`config.mk`:
```
export PLATFORM = sky130hd
export DESIGN_NAME = key_display_mux
export DESIGN_NICKNAME = d
export VERILOG_FILES = /design/src/rtl/key_display_mux.sv
export SDC_FILE = /design/constraint.sdc
export NUM_CORES = 1
export LEC_CHECK = 0
export CAP_MARGIN = 20
export CORE_MARGIN = 2
export CORE_UTILIZATION = 45
export DETAILED_ROUTE_END_ITERATION = 16
export GPL_ROUTABILITY_DRIVEN = 1
export GPL_TIMING_DRIVEN = 0
export PLACE_DENSITY = 0.62
export SLEW_MARGIN = 10
export SYNTH_ARGS = -nofsm -noshare
export SYNTH_HDL_FRONTEND = slang
export SYNTH_SLANG_ARGS = --single-unit
```
`constraint.sdc`:
```
create_clock -name int_osc -period 2.8 [get_ports int_osc]
set_input_delay 0.42 -clock int_osc [delete_from_list [all_inputs] [get_ports int_osc]]
set_output_delay 0.42 -clock int_osc [all_outputs]
set_load 0.05 [all_outputs]
```
`src/rtl/key_display_mux.sv`:
```
// Two-digit key history display: captures hex key pulses and time-multiplexes
// the newest/previous codes onto an active-low seven-segment bus with blanking.
module key_display_mux #(
    parameter int unsigned REFRESH_DIV = 24000,
    parameter int unsigned DEAD_CYCLES = 16,
    parameter int unsigned CNT_W       = 16
) (
    input  logic       int_osc,
    input  logic       reset,
    input  logic       key_valid,
    input  logic [3:0] key_code,
    output logic [6:0] seg,
    output logic [1:0] enable_seg,
    output logic [3:0] digit_new,
    output logic [3:0] digit_old
);

    typedef enum logic [1:0] {SHOW_NEW, BLANK_A, SHOW_OLD, BLANK_B} state_t;

    localparam logic [CNT_W-1:0] SHOW_LAST  = CNT_W'(REFRESH_DIV - 1);
    localparam logic [CNT_W-1:0] DEAD_LAST  = CNT_W'(DEAD_CYCLES - 1);
    localparam bit               SKIP_BLANK = (DEAD_CYCLES == 0);
    localparam logic [6:0]       SEG_OFF    = 7'h7F;

    function automatic logic [6:0] decode(input logic [3:0] code);
        case (code)
            4'h0: decode = 7'h40;
            4'h1: decode = 7'h79;
            4'h2: decode = 7'h24;
            4'h3: decode = 7'h30;
            4'h4: decode = 7'h19;
            4'h5: decode = 7'h12;
            4'h6: decode = 7'h02;
            4'h7: decode = 7'h78;
            4'h8: decode = 7'h00;
            4'h9: decode = 7'h10;
            4'hA: decode = 7'h08;
            4'hB: decode = 7'h03;
            4'hC: decode = 7'h46;
            4'hD: decode = 7'h21;
            4'hE: decode = 7'h06;
            default: decode = 7'h0E;
        endcase
    endfunction

    state_t           state_q, state_d;
    logic [CNT_W-1:0] cnt_q, cnt_d;
    logic [3:0]       digit_new_q, digit_old_q;
    logic             valid_new_q, valid_old_q;
    logic [6:0]       seg_q, seg_d;
    logic [1:0]       en_q, en_d;

    always_comb begin
        state_d = state_q;
        cnt_d   = cnt_q + 1'b1;
        seg_d   = SEG_OFF;
        en_d    = 2'b00;
        case (state_q)
            SHOW_NEW: begin
                en_d  = 2'b01;
                seg_d = valid_new_q ? decode(digit_new_q) : SEG_OFF;
                if (cnt_q == SHOW_LAST) begin
                    state_d = SKIP_BLANK ? SHOW_OLD : BLANK_A;
                    cnt_d   = '0;
                end
            end
            BLANK_A: begin
                if (cnt_q == DEAD_LAST) begin
                    state_d = SHOW_OLD;
                    cnt_d   = '0;
                end
            end
            SHOW_OLD: begin
                en_d  = 2'b10;
                seg_d = valid_old_q ? decode(digit_old_q) : SEG_OFF;
                if (cnt_q == SHOW_LAST) begin
                    state_d = SKIP_BLANK ? SHOW_NEW : BLANK_B;
                    cnt_d   = '0;
                end
            end
            default: begin
                if (cnt_q == DEAD_LAST) begin
                    state_d = SHOW_NEW;
                    cnt_d   = '0;
                end
            end
        endcase
    end

    // Display outputs are registered from the pre-edge state and digits,
    // so they trail the FSM by one cycle; key capture never touches the FSM.
    always_ff @(posedge int_osc) begin
        if (reset) begin
            state_q     <= SHOW_NEW;
            cnt_q       <= '0;
            digit_new_q <= '0;
            digit_old_q <= '0;
            valid_new_q <= 1'b0;
            valid_old_q <= 1'b0;
            seg_q       <= SEG_OFF;
            en_q        <= 2'b00;
        end else begin
            state_q <= state_d;
            cnt_q   <= cnt_d;
            seg_q   <= seg_d;
            en_q    <= en_d;
            if (key_valid) begin
                digit_old_q <= digit_new_q;
                valid_old_q <= valid_new_q;
                digit_new_q <= key_code;
                valid_new_q <= 1'b1;
            end
        end
    end

    assign seg        = seg_q;
    assign enable_seg = en_q;
    assign digit_new  = digit_new_q;
    assign digit_old  = digit_old_q;

endmodule

```
==> summary.md <==
| Metric | Value |
|---|---|
| I/O pins | 24 |
| First-pass GRT wire length | between 7000 and 8000 µm |
| WL/cell | 12.7 µm |
| Pre-CTS WS | slightly below 0.6 ns |
| CTS tree | built |
| Worst Setup End Kind | primary output |
| Top Family by Delay on Critical Path | buffers and inverters |
| Area grow syn2layout | 15.9% |
| Detailed Route Iter0 Violations | 71 |
| Num CTS Buffers | 5 |
| Final min period | 2.05 ns |
| Setup bufs post-CTS | 0 |
| Critical path cell sequence | clkdlybuf4s50_1 |
| Vias/cell | 4.91 |
| Final Max Tran Viols | 0 |
| Floorplan core area | 5170 µm² |
| Maximum vdd ir drop | 247 µV |
| Most common cell after layout, fill and taps aside | dfxtp_1 |
| Leak | 1.16 nW |
| Rows | 26 |
| Sequential share of the synthesized area | 0.415 |
| Root Driver | clkbuf_8 |
| Int Power | 1.01 mW |
| WP buf/inv | 1 |
| Fin. Hold Viols | 0 |
| DP HPWL | 3370 µm |
| DRC Markers | 0 |
| Slowest stage cell, crit path | clkdlybuf4s50_1 |
| Htree depth | 2 |
| Fin cells | 350 |
| PortBufs | 21 |
| Post-Route Skew | ~0.0033 ns |
| Outcome | finished clean |
| Starting Density | 0.475 |
| Yosys reg bits | just over 50 |
| Syn. warnings | 0 |
| Vias in the first global route | 1632 |
| Switching share of power | 0.274 |
| Seq pwr share | 0.553 |
| Most frequent cells in the layout | 51 x dfxtp_1, 28 x nor2_1, 22 x o21ai_0 |
| Synth Instances | about 250 |
| Die width | 77.9 µm |
| Antenna Diode Count | 0 |
| # setup viols final | 0 |
| Startpoint types | register |
| Placed instance count | approximately 340 |
| CTS sink count | 51 |
| Setup TNS Final | 0 ns |
| WP data arrival | 1.63 ns |
| RSZ-0062 raised after global routing | false |
| Die Ht | between 70 and 80 µm |
| Antenna-violating nets left | 0 |
| PwrDens | 490 nW/µm² |
| Core Util, Final | 0.551 |
| WHS | roughly 0.43 ns |
| Worst Max-Slew Pin Slew | between 0.5 and 0.6 ns |
| Clock power share | 0.304 |
| Longest Clk Path Bufs | 2 |
| Finished Cell Area | 2850 µm² |
| Min-delay worst type | in -> reg |
| Data required, critical path | roughly 2.4 ns |
| Sw power | 382 µW |
| Post-layout nets | 302 |
| 1st-pass router iterations | 4 |
| Max incr delay on CP | ~0.86 ns |
| Post-synth net total | around 270 |
| GRT Util Overall | 0.164 |
| Netlist Area Pre-Place | 2460 µm² |
| Detailed-route via count | between 1500 and 2000 |
| Clk_lat worst skew | 0.30 ns |
| Post-Route WL | about 4500 µm |
| Max_cap viols | 0 |
| Final Cycle Share | 0.731 |
| Slew HR | 0.662 |
| Largest net degree at the start of global routing | 18 |
| Hold_buf cts | 0 |
| Total gr overflow | 0 |
| Worst setup margin | 0.752 ns |
| Initial antenna violation count | 0 |
| Fmax | 0.488 GHz |
| DP Area | 2760 µm² |
| Die area | 6070 µm² |
| Post-cts resize count | 0 |
| CP Class | reg -> out |
| Syn avg cell area | between 9 and 10 µm² |
| Power after layout | between 1 and 1.5 mW |
| Fraction of layout instances using a drive strength above 1 | 0.143 |
| Highest net fanout along the worst path | 3 |
| Netlist cell types | 43 |
| Combinational share of power | 0.142 |
| CTS clk-pin slew, worst paths | 0.09 ns |
| GP Congestion | between 0.8 and 0.9 |
[kinds of logic (layout without fill, tap and decap cells)]
logic type / count (synthesis) / in the layout / share of synthesized area
DFF: 51 / 51 / 0.415
xor gates and xnor gates: 14 / 14 / 0.0499
adders and majority gates: 16 / 16 / 0.0815
and+or+nand+nor: 85 / 85 / 0.202
AOI/OAI and AO/OA: 43 / 43 / 0.118
muxes: 14 / 14 / 0.0672
buffers and inverters: 28 / 57 / 0.0657
[Yosys cell counts, drive strengths merged]
cell,n,area [µm²]
dfxtp,51,1020
nor2,32,168
o21ai,25,129
nand3,18,90.1
ha,16,200
inv,15,71.3
mux2i,14,165
buf,10,77.6
xor2,10,87.6
nand2,8,30.0
nor3,8,72.6
a22o,6,55.1
and3,6,37.5
or2,4,25.0
xnor2,4,35.0
a21oi,3,18.8
clkbuf,3,12.5
nor4,3,33.8
a22oi,2,25.0
a31oi,2,12.5
nand2b,2,12.5
nor2b,2,12.5
o31ai,2,25.0
and2,1,6.26
and4,1,8.76
o2111a,1,11.3
o21a,1,7.51
o22ai,1,6.26
[layout make-up]
cell class,count,area (µm²)
Tap cell,70,87.6
Buffer,13,90.1
Fill cell,478,2320
Sequential cell,51,1020
Multi-Input combinational cell,172,1270
Clock inverter,3,25.0
Inverter,15,71.3
Timing Repair Buffer,21,210
Clock buffer,5,68.8
[power groups by stage]
stage / registers (mW) / logic (mW) / clock network [mW]
2_1_floorplan: 0.828 / 0.107 / 0
3_3_place_gp: 0.790 / 0.199 / 0
3_5_place_dp: 0.790 / 0.199 / 0
4_1_cts: 0.773 / 0.200 / 0.440
5_1_grt: 0.777 / 0.217 / 0.474
6_report: 0.772 / 0.198 / 0.425
[per-layer routing]
metal  share of wire  vias up  wire, µm  GRT usage
met2            0.41       41      1830      0.239
met3           0.045        6       199     0.0419
met5               0        -         0          0
met1            0.53      763      2360      0.234
met4           0.015        0        69     0.0579
li1                -      908         -          -
[path summary, 6_finish.rpt]
kind | start | slack [ns] | endpoint | cells after the start
hold reg to reg | cnt_q[0] | 0.45 | cnt_q[0] | 1
setup reg to reg | state_q[1] | 1.03 | cnt_q[2] | 8
hold / removal | key_valid | 0.43 | valid_new_q | 3
setup / recovery | digit_new[2] | 0.75 | digit_new[2] | 1
Note: power is estimated with default switching activity, not from simulation.
==> variant: new RTL, same settings <==
The 4 states of `state_t` get a Gray code encoding in 2 bits.
--- a/src/rtl/key_display_mux.sv
+++ b/src/rtl/key_display_mux.sv
@@ -15,7 +15,7 @@
     output logic [3:0] digit_old
 );
 
-    typedef enum logic [1:0] {SHOW_NEW, BLANK_A, SHOW_OLD, BLANK_B} state_t;
+    typedef enum logic [1:0] {SHOW_NEW = 2'b00, BLANK_A = 2'b01, SHOW_OLD = 2'b11, BLANK_B = 2'b10} state_t;
 
     localparam logic [CNT_W-1:0] SHOW_LAST  = CNT_W'(REFRESH_DIV - 1);
     localparam logic [CNT_W-1:0] DEAD_LAST  = CNT_W'(DEAD_CYCLES - 1);
Formal check against the unedited RTL: same outputs for any inputs over 10 cycles, from zero or initial values and one cycle with reset high; not proved beyond that.
==> variant against the unedited design <==
  * Routed wire length down 4.2%
  * Sequential cell count unchanged
  * Final cell count up 2.9%
  * Power up 3.9%
  * Sequential share of layout area down 0.19 points
  * Synthesized cell count up 4.4%
  * Area after synthesis up 0.10%
  * Critical endpoint is now digit_new[0]
  * Utilization down 0.056 points
  * Cell area up 0.53%
  * Worst setup slack better by 0.12 ns
  * Critical path type unchanged
==> variant: results (changes against the unedited design) <==
Critical path
  – Launch point of the worst reg-to-reg path: state_q[0]
  – Worst setup path startpoint: digit_new[0]
  – Reg2reg end: state_q[1]
  – Critical path endpoint: digit_new[0]

Global route
  – Met2 capacity usage during global routing: 0.2259 (-0.01293)
  – Global-route total usage across every layer: 0.1529 (-0.01098)
  – Pin count of the biggest net entering global routing: 16 (-2)
  – First-pass GRT wire length: 7376 um (-6.3%)
  – Vias in the first global route: 1634 (+0.12%)

Route
  – Metal1 wirelength: 2293 um (-2.8%)
  – Via density: 4.978 (+1.4%)
  – Sum of met2 wire segment lengths after detailed routing: 1782 um (-2.4%)
  – Wire length reported by the detailed router: 4267 um (-4.2%)

Yosys
  – Synth top cells by count: 51 x dfxtp_1, 24 x nor2_1, 22 x o21ai_0, 17 x ha_1, 15 x inv_1
  – Distinct cell type count after synthesis: 42 (-2.3%)
  – Sequential share of the synthesized area: 0.4151 (-0.0004227)
  – Largest cells by area after synthesis: dfxtp_1 42%, ha_1 8.6%, mux2i_1 4.5%
  – Synthesized netlist cell count: 262 (+4.4%)
  – Post-synthesis area per instance: 9.389 um2 (-4.1%)
  – Post-synthesis net count: 286 (+4.4%)

Pwr
  – Standby leakage power: 1.100 nW (-5.0%)
  – Worst-case vdd ir drop: 269.0 uV (+9.1%)

Hold path
  – Hold Path Sink: cnt_q[0]
  – Classification of the worst-slack hold path: register to register

Timing
  – Worst hold slack: 0.4530 ns (+0.02627 ns)
  – Max-slew headroom: 0.6530 (-0.009394)

Placed design
  – HPWL reported at the end of detailed placement: 3243 um (-3.8%)
  – Global placer's final weighted congestion: 0.8489 (+0.11%)
  – Post-Place Cell Area: 0.002758 mm2 (about the same)

Final layout
  – Fraction of final layout cells sized beyond drive strength 1: 0.1345 (-0.008374)

Status
  – Run status: finished, final reports clean
-- variant: report_power, final --
| group | internal [mW] | leakage, nW | switching (mW) |
|---|---|---|---|
| Sequential | 0.759 | 0.417 | 0.0125 |
| Clock | 0.261 | 0.0502 | 0.234 |
| Combinational | 0.0687 | 0.633 | 0.114 |
| Total | 1.09 | 1.10 | 0.361 |
-- variant: cells by family after synthesis --
kind of cell | after synthesis | synth area share
and+or+nand+nor | 92 | 0.2177
xor gates and xnor gates | 14 | 0.04985
muxes | 11 | 0.04476
buffers and inverters | 32 | 0.06663
AOI/OAI and AO/OA | 45 | 0.1195
adders and majority gates | 17 | 0.08647
DFF | 51 | 0.4151
-- variant: area by class of cell --
cell class | count | area [um2]
clock buffer | 5 | 68.82
tap | 70 | 87.58
inverter | 17 | 63.81
multi-input combinational | 179 | 1275
buffer | 15 | 100.1
clock inverter | 2 | 37.54
sequential | 51 | 1021
fill | 492 | 2341
timing repair buffer | 21 | 210.2
